File: config.mk
export PLATFORM = sky130hd
export DESIGN_NAME = mac_csr_arbiter
export DESIGN_NICKNAME = d
export VERILOG_FILES = /design/src/rtl/mac_csr_arbiter_pkg.sv /design/src/rtl/mac_csr_arbiter_rr_pick.sv /design/src/rtl/mac_csr_arbiter.sv
export SDC_FILE = /design/constraint.sdc
export NUM_CORES = 1
export LEC_CHECK = 0
export BUFFER_PORTS_ARGS = -buffer_cell sky130_fd_sc_hd__buf_2
export CORE_MARGIN = 3
export CORE_UTILIZATION = 48
export DETAILED_ROUTE_END_ITERATION = 12
export GPL_TIMING_DRIVEN = 0
export PLACE_DENSITY = 0.86
export SETUP_SLACK_MARGIN = 0.3
export SLEW_MARGIN = 10
export SYNTH_ARGS = -nofsm -noshare
export SYNTH_HDL_FRONTEND = slang
export SYNTH_SLANG_ARGS = --single-unit
File: constraint.sdc
create_clock -name clk -period 5.8 [get_ports clk]
set_clock_uncertainty 0.05 [all_clocks]
set_input_delay 1.74 -clock clk [delete_from_list [all_inputs] [get_ports clk]]
set_output_delay 1.74 -clock clk [all_outputs]
set_load 0.02 [all_outputs]
File: src/rtl/mac_csr_arbiter_pkg.sv
// Shared definitions for the MAC CSR arbiter:
// CSR map, command-register bits and FSM encodings.
package mac_csr_arbiter_pkg;

    // MAC CSR word addresses
    localparam logic [7:0] CSR_SCRATCH     = 8'h01;
    localparam logic [7:0] CSR_COMMAND     = 8'h02;
    localparam logic [7:0] CSR_MAC_0       = 8'h03;
    localparam logic [7:0] CSR_MAC_1       = 8'h04;
    localparam logic [7:0] CSR_FRM_LENGTH  = 8'h05;
    localparam logic [7:0] CSR_PAUSE_QUANT = 8'h06;
    localparam logic [7:0] CSR_TX_IPG      = 8'h17;

    // command_config bit positions
    localparam int CMD_TX_ENA       = 0;
    localparam int CMD_RX_ENA       = 1;
    localparam int CMD_XON_GEN      = 2;
    localparam int CMD_ETH_SPEED    = 3;
    localparam int CMD_PROMIS_EN    = 4;
    localparam int CMD_PAD_EN       = 5;
    localparam int CMD_CRC_FWD      = 6;
    localparam int CMD_PAUSE_IGNORE = 8;
    localparam int CMD_TX_ADDR_INS  = 9;
    localparam int CMD_HD_ENA       = 10;
    localparam int CMD_SW_RESET     = 13;
    localparam int CMD_LOOP_ENA     = 15;

    // Arbiter FSM
    typedef enum logic [1:0] {
        ST_IDLE = 2'd0,
        ST_BUSY = 2'd1,
        ST_DONE = 2'd2
    } state_t;

    // Build a command word with a single bit set
    function automatic logic [31:0] cmd_bit(input int b);
        return 32'(1) << b;
    endfunction

endpackage

File: src/rtl/mac_csr_arbiter_rr_pick.sv
// Round-robin priority picker: scans the eligible
// vector upward from last+1 with wrap-around.
module mac_csr_arbiter_rr_pick #(
    parameter int NREQ = 3,
    parameter int IW   = 2
) (
    input  logic [NREQ-1:0] elig,
    input  logic [IW-1:0]   last,
    output logic [NREQ-1:0] gnt,
    output logic [IW-1:0]   idx,
    output logic            any
);

    logic [IW-1:0] cand;

    // First eligible port after the last winner wins
    always_comb begin
        gnt  = '0;
        idx  = '0;
        any  = 1'b0;
        cand = '0;
        for (int i = 0; i < NREQ; i++) begin
            cand = IW'((int'(last) + 1 + i) % NREQ);
            if (!any && elig[cand]) begin
                any       = 1'b1;
                gnt[cand] = 1'b1;
                idx       = cand;
            end
        end
    end

endmodule

File: src/rtl/mac_csr_arbiter.sv
// Shares the MAC Avalon-MM CSR port among NREQ clients
// with an init lock, round-robin and a stuck-slave timeout.
module mac_csr_arbiter
    import mac_csr_arbiter_pkg::*;
#(
    parameter int NREQ    = 3,
    parameter int TIMEOUT = 1023,
    parameter int TO_W    = 10
) (
    input  logic               clk,
    input  logic               rst,
    input  logic               cfg_done,
    input  logic [NREQ-1:0]    req,
    input  logic [NREQ-1:0]    req_wr,
    input  logic [NREQ*8-1:0]  req_addr,
    input  logic [NREQ*32-1:0] req_wdata,
    output logic [NREQ-1:0]    ack,
    output logic [NREQ-1:0]    err,
    output logic [31:0]        rdata,
    output logic               busy,
    output logic [7:0]         address,
    output logic               write,
    output logic               read,
    output logic [31:0]        writedata,
    input  logic [31:0]        readdata,
    input  logic               waitrequest
);

    localparam int IW = (NREQ > 1) ? $clog2(NREQ) : 1;
    localparam logic [NREQ-1:0] PORT0 = NREQ'(1);
    localparam logic [NREQ-1:0] ALL   = '1;
    localparam logic [TO_W-1:0] TO_LIM = TO_W'(TIMEOUT);
    localparam logic [IW-1:0]   LAST0  = IW'(NREQ - 1);

    state_t          state;
    logic [NREQ-1:0] gnt_q;
    logic [IW-1:0]   gidx;
    logic [IW-1:0]   last_grant;
    logic            wr_q;
    logic [TO_W-1:0] cnt;
    logic [NREQ-1:0] blk;

    logic [NREQ-1:0] elig;
    logic [NREQ-1:0] pick_gnt;
    logic [IW-1:0]   pick_idx;
    logic            pick_any;

    // Eligible: requesting, not just served, and port 0 only until init ends
    always_comb begin
        elig = req & ~blk & (cfg_done ? ALL : PORT0);
    end

    mac_csr_arbiter_rr_pick #(
        .NREQ (NREQ),
        .IW   (IW)
    ) u_pick (
        .elig (elig),
        .last (last_grant),
        .gnt  (pick_gnt),
        .idx  (pick_idx),
        .any  (pick_any)
    );

    assign busy = (state != ST_IDLE);

    // Arbitration FSM driving the Avalon command and client pulses
    always_ff @(posedge clk or posedge rst) begin
        if (rst) begin
            state      <= ST_IDLE;
            gnt_q      <= '0;
            gidx       <= '0;
            last_grant <= LAST0;
            wr_q       <= 1'b0;
            cnt        <= '0;
            blk        <= '0;
            ack        <= '0;
            err        <= '0;
            rdata      <= '0;
            address    <= '0;
            write      <= 1'b0;
            read       <= 1'b0;
            writedata  <= '0;
        end else begin
            ack <= '0;
            err <= '0;
            blk <= ack | err;
            unique case (state)
                ST_IDLE: begin
                    if (pick_any) begin
                        gnt_q     <= pick_gnt;
                        gidx      <= pick_idx;
                        wr_q      <= req_wr[pick_idx];
                        address   <= req_addr[int'(pick_idx)*8 +: 8];
                        writedata <= req_wdata[int'(pick_idx)*32 +: 32];
                        write     <= req_wr[pick_idx];
                        read      <= ~req_wr[pick_idx];
                        cnt       <= '0;
                        state     <= ST_BUSY;
                    end
                end
                ST_BUSY: begin
                    if (!waitrequest) begin
                        write      <= 1'b0;
                        read       <= 1'b0;
                        ack        <= gnt_q;
                        last_grant <= gidx;
                        state      <= ST_DONE;
                        if (!wr_q) begin
                            rdata <= readdata;
                        end
                    end else if (cnt == TO_LIM) begin
                        write      <= 1'b0;
                        read       <= 1'b0;
                        err        <= gnt_q;
                        last_grant <= gidx;
                        state      <= ST_DONE;
                    end else begin
                        cnt <= cnt + TO_W'(1);
                    end
                end
                ST_DONE: begin
                    state <= ST_IDLE;
                end
                default: begin
                    state <= ST_IDLE;
                end
            endcase
        end
    end

endmodule
==> flow_metrics.py <==
metrics = {
    "logic_synthesis": {
        "synth_cells": 417,
        "syn_area_per_cell_sq_um": 11.9,
        "synth_area_leader_cell": "dfrtp_1",
        "synth.area.top_cells": "dfrtp_1 51%, mux2i_1 8.9%, mux2_2 8.0%",
        "synth-simple-area-share": 0.0871,
        "synth_xor_area_frac": 0.00707,
        "synth_seq_cells": 103,
        "synth-edff-count": 0,
        "ys_seq_area_frac": 0.520,
        "synth_compound_area_frac": 0.169,
        "synth_top_area_share": 0.515,
        "ys_warn_count": 0,
        "synth_adder_area_share": 0.0126,
        "syn_area_sq_mm": 0.00496,
        "synth_mux_area_frac": 0.168,
        "synth_top_family_by_area": "compound AO/OA/AOI/OAI gates",
        "synth-async-reset-ratio": 1.00,
        "ys_types": 54,
        "yosys_most_used_dff": "dfrtp_1",
        "synthesis.nets": 584,
    },
    "critical_path": {
        "max_stage_delay_ns": 0.38,
        "path_cells": "buf_2 -> nand3b_1 -> or2_1 -> o221a_1 -> buf_6 -> a211oi_4 -> buf_2 -> mux2i_1 -> o21ai_1",
        "cp_top_family": "buffers and inverters",
        "crit_arrival_ns": 3.85,
        "crit_slowest_cell": "buf_2",
        "path_buf_inv": 3,
        "cp-end-kind": "register",
        "cp-start-kind": "primary input",
        "cp_max_fo": 10,
        "crit_required_ns": 6.00,
        "critPathKind": "in -> reg",
        "crit_path_frequent_cell": "buf_2",
    },
    "final_layout": {
        "diodes": 0,
        "utilization": 0.662,
        "stdcell_count": 808,
        "num-fill-cells": 816,
        "final_cell_mix": "249 x buf_2, 102 x dfrtp_1, 44 x mux2i_1",
        "post_route_cells_drive_above_1_share": 0.479,
        "area_growth_pct": 32.3,
        "nNetsFinal": 838,
        "layout_commonest_cell": "buf_2",
    },
    "global_route": {
        "grt_overflow": 0,
        "grt_pass1_vias": 4496,
        "antenna_found_initial": 0,
        "track_usage": 0.241,
        "grt_max_degree": 57,
        "grt_first_pass_wirelength_mm": 21.8,
    },
    "timing": {
        "min_period_ns": 3.65,
        "worst_slew_pin_slew_ns": 0.722,
        "tns_ns": 0,
        "fin_crit_sh": 0.629,
        "finalHoldViolations": 0,
        "drv_slew": 0,
        "max_freq_mhz": 274,
        "rsz0062_at_grt": "false",
        "setup_viol": 0,
        "hold_ws_ns": 0.416,
        "slew_headroom": 0.515,
    },
    "min_path": {
        "holdCritPathClass": "reg -> reg",
    },
    "placement": {
        "numPortBuffers": 242,
        "gp_congestion": 0.862,
        "dp.cells": 793,
        "dp_hpwl_mm": 11.2,
    },
    "outcome": {
        "outcome": "finished, final reports clean",
    },
    "die": {
        "start_util": 0.500,
        "io-pin-count": 243,
        "dieArea_sq_mm": 0.0116,
        "coreArea_sq_mm": 0.00991,
        "die_w_um": 108,
        "die_h_um": 108,
        "rows": 36,
    },
    "detailed_routing": {
        "routedWlPerCell_um": 17.6,
        "routed_via_density": 5.48,
        "drcViolationCount": 0,
        "vias": 4425,
        "drtPass1Iterations": 4,
        "drt_wl_total_mm": 14.2,
        "ant_nets": 0,
        "drt_iter0_drc": 340,
    },
    "clocking": {
        "post-cts-setup-buffers": 0,
        "cts.sinks": 103,
        "cts.reportedPaths.clkPinSlew_ns": 0.10,
        "numCtsBuffers": 9,
        "cts.repair.resized": 0,
        "clock_latency_ns": 0.37,
        "hold_buffers": 0,
        "clk_path_buf_depth": 2,
        "htree_levels": 3,
        "root_buffer": "clkbuf_8",
        "cts_tree": "yes",
    },
    "pwr": {
        "vdd_ir_drop_max_v": 0.000293,
        "powerDensity_mw_per_mm2": 546,
        "p_leak_nw": 3.42,
    },
    "run": {
        "max_cap_viol_count": 0,
    },
}
flip-flops by register name, summed over array words and instances, names as in the netlist:
signal and cells:
ack 3, address 8, blk 3, cnt 10, err 3, gidx 2, gnt_q 3, last_grant 2
rdata 32, read 1, state 2, wr_q 1, write 1, writedata 32
final timing paths:
kind	from	endpoint	slack, ns	depth (start not counted)
min reg2reg	ack[2]	blk[2]	0.42	1
max in group asynchronous	rst	last_grant[1]	3.55	3
max reg2reg	last_grant[0]	writedata[23]	2.85	10
min in group asynchronous	rst	address[4]	1.42	2
max	cfg_done	writedata[23]	2.15	9
min	ack[2]	blk[2]	0.42	1
final cells by class:
| type | instances | area (sq um) | share of cell area |
|---|---|---|---|
| inverters | 7 | 28.8 | 0.00439 |
| clock inverters | 5 | 63.8 | 0.00973 |
| flip-flops and latches | 103 | 2580 | 0.393 |
| multi-input cells | 281 | 2200 | 0.336 |
| well taps | 133 | 166 | 0.0254 |
| clock buffers | 10 | 128 | 0.0195 |
| plain buffers | 26 | 151 | 0.0231 |
| repair buffers | 243 | 1240 | 0.189 |
cells in the mapped netlist (all sizes together), types with 2 or more instances:
cell type	count
nand2b	5
and3b	2
mux2i	44
o211ai	2
nor3b	4
clkbuf	12
nor2	11
nor4bb	2
or2	4
a21oi	6
inv	7
nand2	12
a31oi	4
dfrtp	102
buf	14
nand4	3
ha	5
a22oi	41
a21o	5
mux2	35
o22ai	3
xor2	3
and2	8
nand3b	5
a32o	2
nand3	11
o21ai	48
cell families after synthesis:
logic type               Yosys count
buffers and inverters             33
AND/OR/NAND/NOR                   74
flip-flops                       103
XOR/XNOR                           4
AO/OA/AOI/OAI                    119
adder cells (fa/ha/maj)            5
multiplexers                      79
per-stage QoR:
| stage | setup slack (ns) | area (sq um) | total power (W) |
|---|---|---|---|
| floorplan | 1.31 | 4960 | 0.00252 |
| global placement | 0.270 | 6330 | 0.00306 |
| detailed placement | 1.81 | 6360 | 0.00315 |
| CTS | 2.21 | 6560 | 0.00360 |
| global route | 2.07 | 6560 | 0.00381 |
| finish | 2.15 | 6560 | 0.00358 |
per-layer routing:
layer / track usage / routed length [um] / up-vias
met5: 0 / 0 / -
met1: 0.297 / 5550 / 2120
met3: 0.0534 / 1030 / 34
met4: 0.0929 / 363 / 0
met2: 0.413 / 7310 / 219
li1: - / - / 2052
report_power, final:
part           total (W)  internal, W  switching (W)
clock network   0.000456     0.000202       0.000253
logic            0.00193     0.000779        0.00115
registers        0.00120      0.00103       0.000171
total            0.00358      0.00201        0.00157
Power figures use the tool's default switching activity.
